===== src/rtl/ifu_pkg.sv =====
`default_nettype none
// ============================================================================
// Module  : ifu_pkg
// Brief   : Shared types and constants for the instruction fetch unit.
// Revision: 1.0 - initial release
// ============================================================================
package ifu_pkg;

    localparam int          IFU_ADDR_W       = 32;
    localparam int          IFU_INST_W       = 32;
    localparam logic [31:0] RESET_PC_DEFAULT = 32'h8000_0000;

    typedef enum logic [2:0] {
        S_IDLE = 3'd0,
        S_REQ  = 3'd1,
        S_RESP = 3'd2,
        S_OUT  = 3'd3,
        S_WAIT = 3'd4
    } ifu_state_e;

    // Instructions are word aligned; any set low bit is an alignment fault.
    function automatic logic pc_aligned(input logic [1:0] pc_lsb);
        return (pc_lsb == 2'b00);
    endfunction

endpackage : ifu_pkg
`default_nettype wire


===== src/rtl/ifu_if.sv =====
`default_nettype none
// ============================================================================
// Module  : ifu_if
// Brief   : Instruction memory request/response bus (valid/ready both ways).
// Revision: 1.0 - initial release
// ============================================================================
interface ifu_if #(
    parameter int ADDR_W = 32,
    parameter int DATA_W = 32
);
    logic              req_valid;
    logic              req_ready;
    logic [ADDR_W-1:0] addr;
    logic              resp_valid;
    logic              resp_ready;
    logic [DATA_W-1:0] rdata;
    logic              resp_err;

    modport master (
        output req_valid, addr, resp_ready,
        input  req_ready, resp_valid, rdata, resp_err
    );

    modport slave (
        input  req_valid, addr, resp_ready,
        output req_ready, resp_valid, rdata, resp_err
    );
endinterface : ifu_if
`default_nettype wire


===== src/rtl/ifu_perf_cnt.sv =====
`default_nettype none
// ============================================================================
// Module  : ifu_perf_cnt
// Brief   : Fetch and stall event counters, 64-bit wrapping. Built only when
//           IFU_PERF_EN is defined.
// Revision: 1.0 - initial release
// ============================================================================
`ifdef IFU_PERF_EN
module ifu_perf_cnt (
    input  wire logic        clk,
    input  wire logic        rst_n,
    input  wire logic        fetch_inc_i,
    input  wire logic        stall_inc_i,
    output logic      [63:0] fetch_cnt_o,
    output logic      [63:0] stall_cnt_o
);
    logic [63:0] fetch_cnt_q, fetch_cnt_d;
    logic [63:0] stall_cnt_q, stall_cnt_d;

    always_comb begin
        fetch_cnt_d = fetch_cnt_q + {63'd0, fetch_inc_i};
        stall_cnt_d = stall_cnt_q + {63'd0, stall_inc_i};
    end

    always_ff @(posedge clk or negedge rst_n) begin
        if (!rst_n) begin
            fetch_cnt_q <= '0;
            stall_cnt_q <= '0;
        end else begin
            fetch_cnt_q <= fetch_cnt_d;
            stall_cnt_q <= stall_cnt_d;
        end
    end

    assign fetch_cnt_o = fetch_cnt_q;
    assign stall_cnt_o = stall_cnt_q;
endmodule : ifu_perf_cnt
`endif
`default_nettype wire


===== src/rtl/ifu.sv =====
`default_nettype none
// ============================================================================
// Module  : ifu
// Brief   : Multi-cycle instruction fetch: one imem fetch per instruction,
//           handed to idu, then waits for dnpc. Optional perf counters under
//           IFU_PERF_EN.
// Revision: 1.0 - initial release
// ============================================================================
module ifu
    import ifu_pkg::*;
#(
    parameter int                ADDR_W   = IFU_ADDR_W,
    parameter int                DATA_W   = IFU_INST_W,
    parameter logic [ADDR_W-1:0] RESET_PC = RESET_PC_DEFAULT
) (
    input  wire logic              clk,
    input  wire logic              rst_n,
    ifu_if.master                  imem,
    output logic                   inst_valid,
    input  wire logic              inst_ready,
    output logic      [DATA_W-1:0] inst,
    output logic      [ADDR_W-1:0] inst_pc,
    output logic                   inst_fault,
    input  wire logic              dnpc_valid,
    input  wire logic [ADDR_W-1:0] dnpc,
    output logic      [63:0]       perf_fetch_cnt,
    output logic      [63:0]       perf_stall_cnt
);
    ifu_state_e        state_q;
    logic [ADDR_W-1:0] pc_q;
    logic [DATA_W-1:0] inst_q;
    logic              fault_q;
    logic              req_valid_q;
    logic              resp_ready_q;
    logic              inst_valid_q;

    // All handshake outputs come straight from flops so no ready feeds a valid.
    always_ff @(posedge clk or negedge rst_n) begin
        if (!rst_n) begin
            state_q      <= S_IDLE;
            pc_q         <= RESET_PC;
            inst_q       <= '0;
            fault_q      <= 1'b0;
            req_valid_q  <= 1'b0;
            resp_ready_q <= 1'b0;
            inst_valid_q <= 1'b0;
        end else begin
            unique case (state_q)
                S_IDLE: begin
                    req_valid_q <= pc_aligned(pc_q[1:0]);
                    state_q     <= S_REQ;
                end
                S_REQ: begin
                    if (!pc_aligned(pc_q[1:0])) begin
                        inst_q       <= '0;
                        fault_q      <= 1'b1;
                        req_valid_q  <= 1'b0;
                        inst_valid_q <= 1'b1;
                        state_q      <= S_OUT;
                    end else if (imem.req_ready) begin
                        req_valid_q  <= 1'b0;
                        resp_ready_q <= 1'b1;
                        state_q      <= S_RESP;
                    end
                end
                S_RESP: begin
                    if (imem.resp_valid) begin
                        inst_q       <= imem.resp_err ? '0 : imem.rdata;
                        fault_q      <= imem.resp_err;
                        resp_ready_q <= 1'b0;
                        inst_valid_q <= 1'b1;
                        state_q      <= S_OUT;
                    end
                end
                S_OUT: begin
                    if (inst_ready) begin
                        inst_valid_q <= 1'b0;
                        state_q      <= S_WAIT;
                    end
                end
                S_WAIT: begin
                    if (dnpc_valid) begin
                        pc_q        <= dnpc;
                        req_valid_q <= pc_aligned(dnpc[1:0]);
                        state_q     <= S_REQ;
                    end
                end
                default: begin
                    state_q <= S_IDLE;
                end
            endcase
        end
    end

    assign imem.req_valid  = req_valid_q;
    assign imem.addr       = pc_q;
    assign imem.resp_ready = resp_ready_q;
    assign inst_valid      = inst_valid_q;
    assign inst            = inst_q;
    assign inst_pc         = pc_q;
    assign inst_fault      = fault_q;

`ifdef IFU_PERF_EN
    logic fetch_inc;
    logic stall_inc;

    assign fetch_inc = inst_valid_q & inst_ready;
    assign stall_inc = (state_q == S_REQ) || (state_q == S_RESP);

    ifu_perf_cnt u_perf_cnt (
        .clk         (clk),
        .rst_n       (rst_n),
        .fetch_inc_i (fetch_inc),
        .stall_inc_i (stall_inc),
        .fetch_cnt_o (perf_fetch_cnt),
        .stall_cnt_o (perf_stall_cnt)
    );
`else
    assign perf_fetch_cnt = 64'd0;
    assign perf_stall_cnt = 64'd0;
`endif

    // Upstream protocol errors: such inputs are ignored by the FSM above.
    a_dnpc_only_in_wait: assert property (@(posedge clk) disable iff (!rst_n)
        dnpc_valid |-> (state_q == S_WAIT));
    a_resp_only_in_resp: assert property (@(posedge clk) disable iff (!rst_n)
        imem.resp_valid |-> (state_q == S_RESP));

endmodule : ifu
`default_nettype wire


===== src/flat_wrapper.sv =====
// flat-port wrapper written by rule: the top's interface ports become plain ports
module ifu_flat import ifu_pkg::*;
#(
    parameter int                ADDR_W   = IFU_ADDR_W,
    parameter int                DATA_W   = IFU_INST_W,
    parameter logic [ADDR_W-1:0] RESET_PC = RESET_PC_DEFAULT
)
  (clk, rst_n, inst_valid, inst_ready, inst, inst_pc, inst_fault, dnpc_valid, dnpc, perf_fetch_cnt, perf_stall_cnt, imem_req_valid, imem_addr, imem_resp_ready, imem_req_ready, imem_resp_valid, imem_rdata, imem_resp_err);
  ifu_if #(.ADDR_W(ADDR_W), .DATA_W(DATA_W)) imem_i ();
  input  wire logic clk;
  input  wire logic rst_n;
  output logic inst_valid;
  input  wire logic inst_ready;
  output logic      [DATA_W-1:0] inst;
  output logic      [ADDR_W-1:0] inst_pc;
  output logic inst_fault;
  input  wire logic dnpc_valid;
  input  wire logic [ADDR_W-1:0] dnpc;
  output logic      [63:0] perf_fetch_cnt;
  output logic      [63:0] perf_stall_cnt;
  output wire logic [$bits(imem_i.req_valid)-1:0] imem_req_valid;
  output wire logic [$bits(imem_i.addr)-1:0] imem_addr;
  output wire logic [$bits(imem_i.resp_ready)-1:0] imem_resp_ready;
  input wire logic [$bits(imem_i.req_ready)-1:0] imem_req_ready;
  input wire logic [$bits(imem_i.resp_valid)-1:0] imem_resp_valid;
  input wire logic [$bits(imem_i.rdata)-1:0] imem_rdata;
  input wire logic [$bits(imem_i.resp_err)-1:0] imem_resp_err;
  assign imem_req_valid = imem_i.req_valid;
  assign imem_addr = imem_i.addr;
  assign imem_resp_ready = imem_i.resp_ready;
  assign imem_i.req_ready = imem_req_ready;
  assign imem_i.resp_valid = imem_resp_valid;
  assign imem_i.rdata = imem_rdata;
  assign imem_i.resp_err = imem_resp_err;
  ifu #(.ADDR_W(ADDR_W), .DATA_W(DATA_W), .RESET_PC(RESET_PC)) u_core (.clk(clk), .rst_n(rst_n), .imem(imem_i), .inst_valid(inst_valid), .inst_ready(inst_ready), .inst(inst), .inst_pc(inst_pc), .inst_fault(inst_fault), .dnpc_valid(dnpc_valid), .dnpc(dnpc), .perf_fetch_cnt(perf_fetch_cnt), .perf_stall_cnt(perf_stall_cnt));
endmodule

===== config.mk =====
export PLATFORM = sky130hd
export DESIGN_NAME = ifu_flat
export DESIGN_NICKNAME = d
export VERILOG_FILES = /design/src/rtl/ifu_pkg.sv /design/src/rtl/ifu_if.sv /design/src/rtl/ifu_perf_cnt.sv /design/src/rtl/ifu.sv /design/src/flat_wrapper.sv
export SDC_FILE = /design/constraint.sdc
export NUM_CORES = 1
export LEC_CHECK = 0
export ABC_AREA = 1
export CORE_MARGIN = 5
export CORE_UTILIZATION = 35
export DETAILED_ROUTE_END_ITERATION = 12
export PLACE_DENSITY_LB_ADDON = 0.08
export SETUP_SLACK_MARGIN = 0.3
export SYNTH_ARGS = -nofsm -noshare
export SYNTH_HDL_FRONTEND = slang
export SYNTH_SLANG_ARGS = --single-unit
export TNS_END_PERCENT = 30

===== constraint.sdc =====
create_clock -name clk -period 1.5 [get_ports clk]
set_clock_uncertainty 0.05 [all_clocks]
set_input_delay 0.3 -clock clk [delete_from_list [all_inputs] [get_ports clk]]
set_output_delay 0.3 -clock clk [all_outputs]
set_load 0.02 [all_outputs]

==> flow_summary.rst <==
.. list-table::
   :header-rows: 1

   * - Metric
     - Value
   * - Portion of synthesized cell area occupied by the leading cell type
     - 41.9%
   * - Post-synth EDFFs
     - 0
   * - Run status
     - complete, no violations
   * - Required time of the critical path
     - 1.72 ns
   * - Detailed placement HPWL
     - 8150 µm
   * - Average wire per standard cell
     - 14.7 µm
   * - Final count of negative-setup-slack endpoints
     - 0
   * - Initial antenna violation count
     - 0
   * - Clock tree buffer depth
     - 2
   * - Slack of the worst reg-to-reg path
     - 0.10 ns
   * - Layout Utilization
     - 52.2%
   * - Die Span Y
     - 119 µm
   * - Final Hold Viols
     - 0
   * - Share of cells above drive strength 1
     - 20.6%
   * - Hold path endpoint
     - u_core.inst[23]$_DFFE_PN0P_
   * - Clock buffer count from CTS
     - 9
   * - Initial standard-cell utilization of the core
     - 35.2%
   * - Number of max-capacitance violations reported
     - 0
   * - Category of the most critical setup path
     - flop to flop
   * - Count of buffers inserted at the top-level ports
     - 170
   * - Commonest register cell after synthesis
     - dfrtp_1
   * - Cell breakdown of the critical path
     - inv_2 -> nand2_4 -> nor2_4 -> buf_12 -> buf_6 -> nand3_2 -> nand2_1 -> nand3_1 -> nand2_1
   * - Total number of H-tree levels
     - 3
   * - Total number of placement rows
     - 40
   * - Final ANT Viol Nets
     - 0
   * - Count of yosys warnings during synthesis
     - 0
   * - CP Launch Type
     - flop
   * - Number of global-route vias before repair
     - 3130
   * - Total Routed Length
     - 12200 µm
   * - Inserted Diodes
     - 0
   * - Number of I/O pins
     - 299
   * - First-iteration detailed-routing DRC count
     - 190
   * - Power density normalized to cell area
     - 2180 nW/µm²
   * - Root Driver
     - clkbuf_16
   * - Critical Path Slowest Stage Cell
     - dfrtp_1
   * - Async S/R FF share, synth
     - 100%
   * - Clock slew at reported path FFs
     - 0.05 ns
   * - Worst min path class
     - flop to flop
   * - Maximum number of pins on one net before global-route repair
     - 72
   * - Routability congestion estimate from global placement
     - 0.861
   * - Number of stages on the worst hold path
     - 2
   * - FF-to-FF Start
     - u_core.state_q[1]$_DFFE_PN0P_
   * - Number of vias after detailed routing
     - 3403
   * - Peak fanout along the critical path
     - 9
   * - Router iterations before antenna repair
     - 4
   * - Area of the mapped netlist
     - 4180 µm²
   * - Commonest cells post-synth
     - buf_4, nand2_1, dfrtp_1, nand3_1, inv_1
   * - Capturing point of the worst reg2reg path
     - u_core.imem.req_valid$_DFFE_PN0P_
   * - Synthesis-to-finish area growth
     - 48.1%
   * - Source-to-sink clock delay at the later pin of the worst-skew pair
     - 0.32 ns
   * - Stage delay of the slowest cell on the critical path
     - 0.42 ns
   * - Cell area after layout
     - 6190 µm²
   * - Wire length of the first global-routing pass
     - 16800 µm
   * - Number of inserted filler cells in the final layout
     - 1177
   * - Synthesized instance count
     - 503
   * - RSZ-0062 raised after global routing
     - yes
   * - Hold Crit Start
     - u_core.inst[23]$_DFFE_PN0P_
   * - Crit. Startpoint
     - u_core.state_q[1]$_DFFE_PN0P_
   * - Number of vias per cell after detailed routing
     - 4.11
   * - Data arrival time of the worst path
     - 1.61 ns
   * - Endpoint class of the critical path
     - flop
   * - Fin crit period
     - 1.40 ns
   * - Leading area contributor after synthesis
     - dfrtp_1
   * - Sequential element share of the synthesized area
     - 42.5%
   * - Most used cell, CP
     - nand2_1
   * - Chip width
     - 119 µm
   * - All-layer global routing usage
     - 14.8%
   * - Synthesized flop and latch total
     - 71
   * - Max-slew violation count
     - 0
   * - Leftover overflow at the end of global routing
     - 0
   * - Leak
     - 0.00331 µW
   * - Per-instance average area after synthesis
     - 8.31 µm²
   * - Post-Place Cell Area
     - 5390 µm²
   * - Clock Sinks
     - 71
   * - Cell types occupying the most area after synthesis
     - dfrtp_1, buf_4, nand2_1
   * - Final routed DRC violation total
     - 0
   * - Buffers and inverters on the worst path
     - 3
   * - Design Power
     - 13500 µW
   * - Cell class contributing the biggest share of worst-path delay
     - simple AND/OR/NAND/NOR gates
   * - Crit path depth
     - 9
   * - Top-count cell post-synth
     - buf_4
   * - Number of cells on the worst reg-to-reg path
     - 9
   * - Net count reported at finish
     - 747
   * - Max Clk Rate
     - 0.715 GHz
   * - Distinct cells, synth
     - 19
   * - Area inside the core boundary
     - 11900 µm²
   * - Maximum VDD drop
     - 0.806 mV
   * - Total Die Area
     - 14200 µm²
   * - TritonCTS clock tree
     - built
   * - Final period utilization
     - 93.2%
[registers in the layout, indices dropped and copies added, names as in the netlist]
signal and cells:
u_core.imem.addr 32, u_core.imem.req_valid 1, u_core.imem.resp_ready 1, u_core.inst 32, u_core.inst_fault 1, u_core.inst_valid 1, u_core.state_q 3
[power breakdown]
group,switching [µW],total (µW),internal [µW]
clock network,779,2100,1320
logic,4260,7720,3450
registers,790,3670,2880
total,5830,13500,7660
[metal layers]
| metal | wire length (µm) | share of wire, % | GRT usage [%] |
|---|---|---|---|
| met1 | 5000 | 41 | 19.3 |
| met2 | 5730 | 47 | 21.9 |
| met3 | 1280 | 11 | 5.84 |
| met4 | 197 | 1.6 | 5.87 |
| met5 | 0 | 0 | 0 |
[cell families after synthesis]
group | after synthesis | share of synthesized area, %
AOI/OAI and AO/OA | 9 | 1.26
buffers and inverters | 191 | 32.5
other | 1 | 0.0897
and+or+nand+nor | 231 | 23.6
DFF | 71 | 42.5
[area by class of cell]
type / instances / area [µm²] / area share [%]
multi-input combinational: 371 / 1670 / 26.9
inverter: 12 / 45.0 / 0.728
clock inverter: 4 / 45.0 / 0.728
sequential: 71 / 1780 / 28.8
timing repair buffer: 211 / 2220 / 35.9
tap: 147 / 184 / 2.97
clock buffer: 12 / 246 / 3.98
[worst register-to-register path: cells and delay by family, from the launching register on]
family | cells | cell delay [ns]
flops | 1 | 0.42
buf+inv | 3 | 0.40
simple gates | 6 | 0.46
[worst max path at each step]
stage	endpoint	slack [ns]
2_1_floorplan	u_core.inst_valid$_DFFE_PN0P_	0.25
3_3_place_gp	u_core.imem.addr[1]$_DFFE_PN0P_	-0.05
3_5_place_dp	u_core.imem.addr[1]$_DFFE_PN0P_	-0.04
4_1_cts	u_core.inst_fault$_DFFE_PN0P_	0.11
5_1_grt	u_core.imem.req_valid$_DFFE_PN0P_	0.05
6_report	u_core.imem.req_valid$_DFFE_PN0P_	0.10
[layout by cell type (no fill, tap or decap)]
cell	Yosys	final
nor2_2	0	2
nand4_1	1	1
nand2_4	1	5
clkdlybuf4s50_1	0	69
nor2_4	2	4
buf_12	0	6
o21ai_0	6	3
nand3_4	0	2
dfrtp_2	0	2
dfstp_2	1	1
o21ai_1	0	3
o21bai_1	2	2
conb_1	1	128
buf_16	0	1
buf_2	6	4
nand2_2	3	10
clkbuf_8	0	1
a21boi_0	1	1
buf_6	3	45
inv_2	2	3
nor2_1	7	3
dlygate4sd3_1	0	1
clkdlybuf4s15_2	0	1
dlygate4sd2_1	0	2
inv_1	10	9
bufinv_16	0	1
nand3_1	70	66
dfrtp_1	70	68
nand2_8	0	2
buf_4	163	31
clkdlybuf4s15_1	0	46
clkbuf_16	0	14
clkinv_2	0	3
clkbuf_1	7	2
nand2_1	147	137
nand3_2	0	2
[through the flow]
step	worst slack (ns)	hold slack [ns]	TNS [ns]	cells
after floorplan	0.254	-0.0456	0	630
after global routing	0.0494	0.437	0	828
final	0.102	0.416	0	828
after detailed placement	-0.0360	0.294	-0.154	778
after CTS	0.113	0.416	0	808
after global placement	-0.0463	0.300	-0.151	778
[what timing repair did]
action,in CTS,in global routing
setup endpoints to repair,170,171
hold buffers,1,0
resized for setup,388,26
pin swaps,2,12
buffers inserted,13,9
hold endpoints to repair,70,0
cloned,0,11
Note: power is estimated with default switching activity, not from simulation.
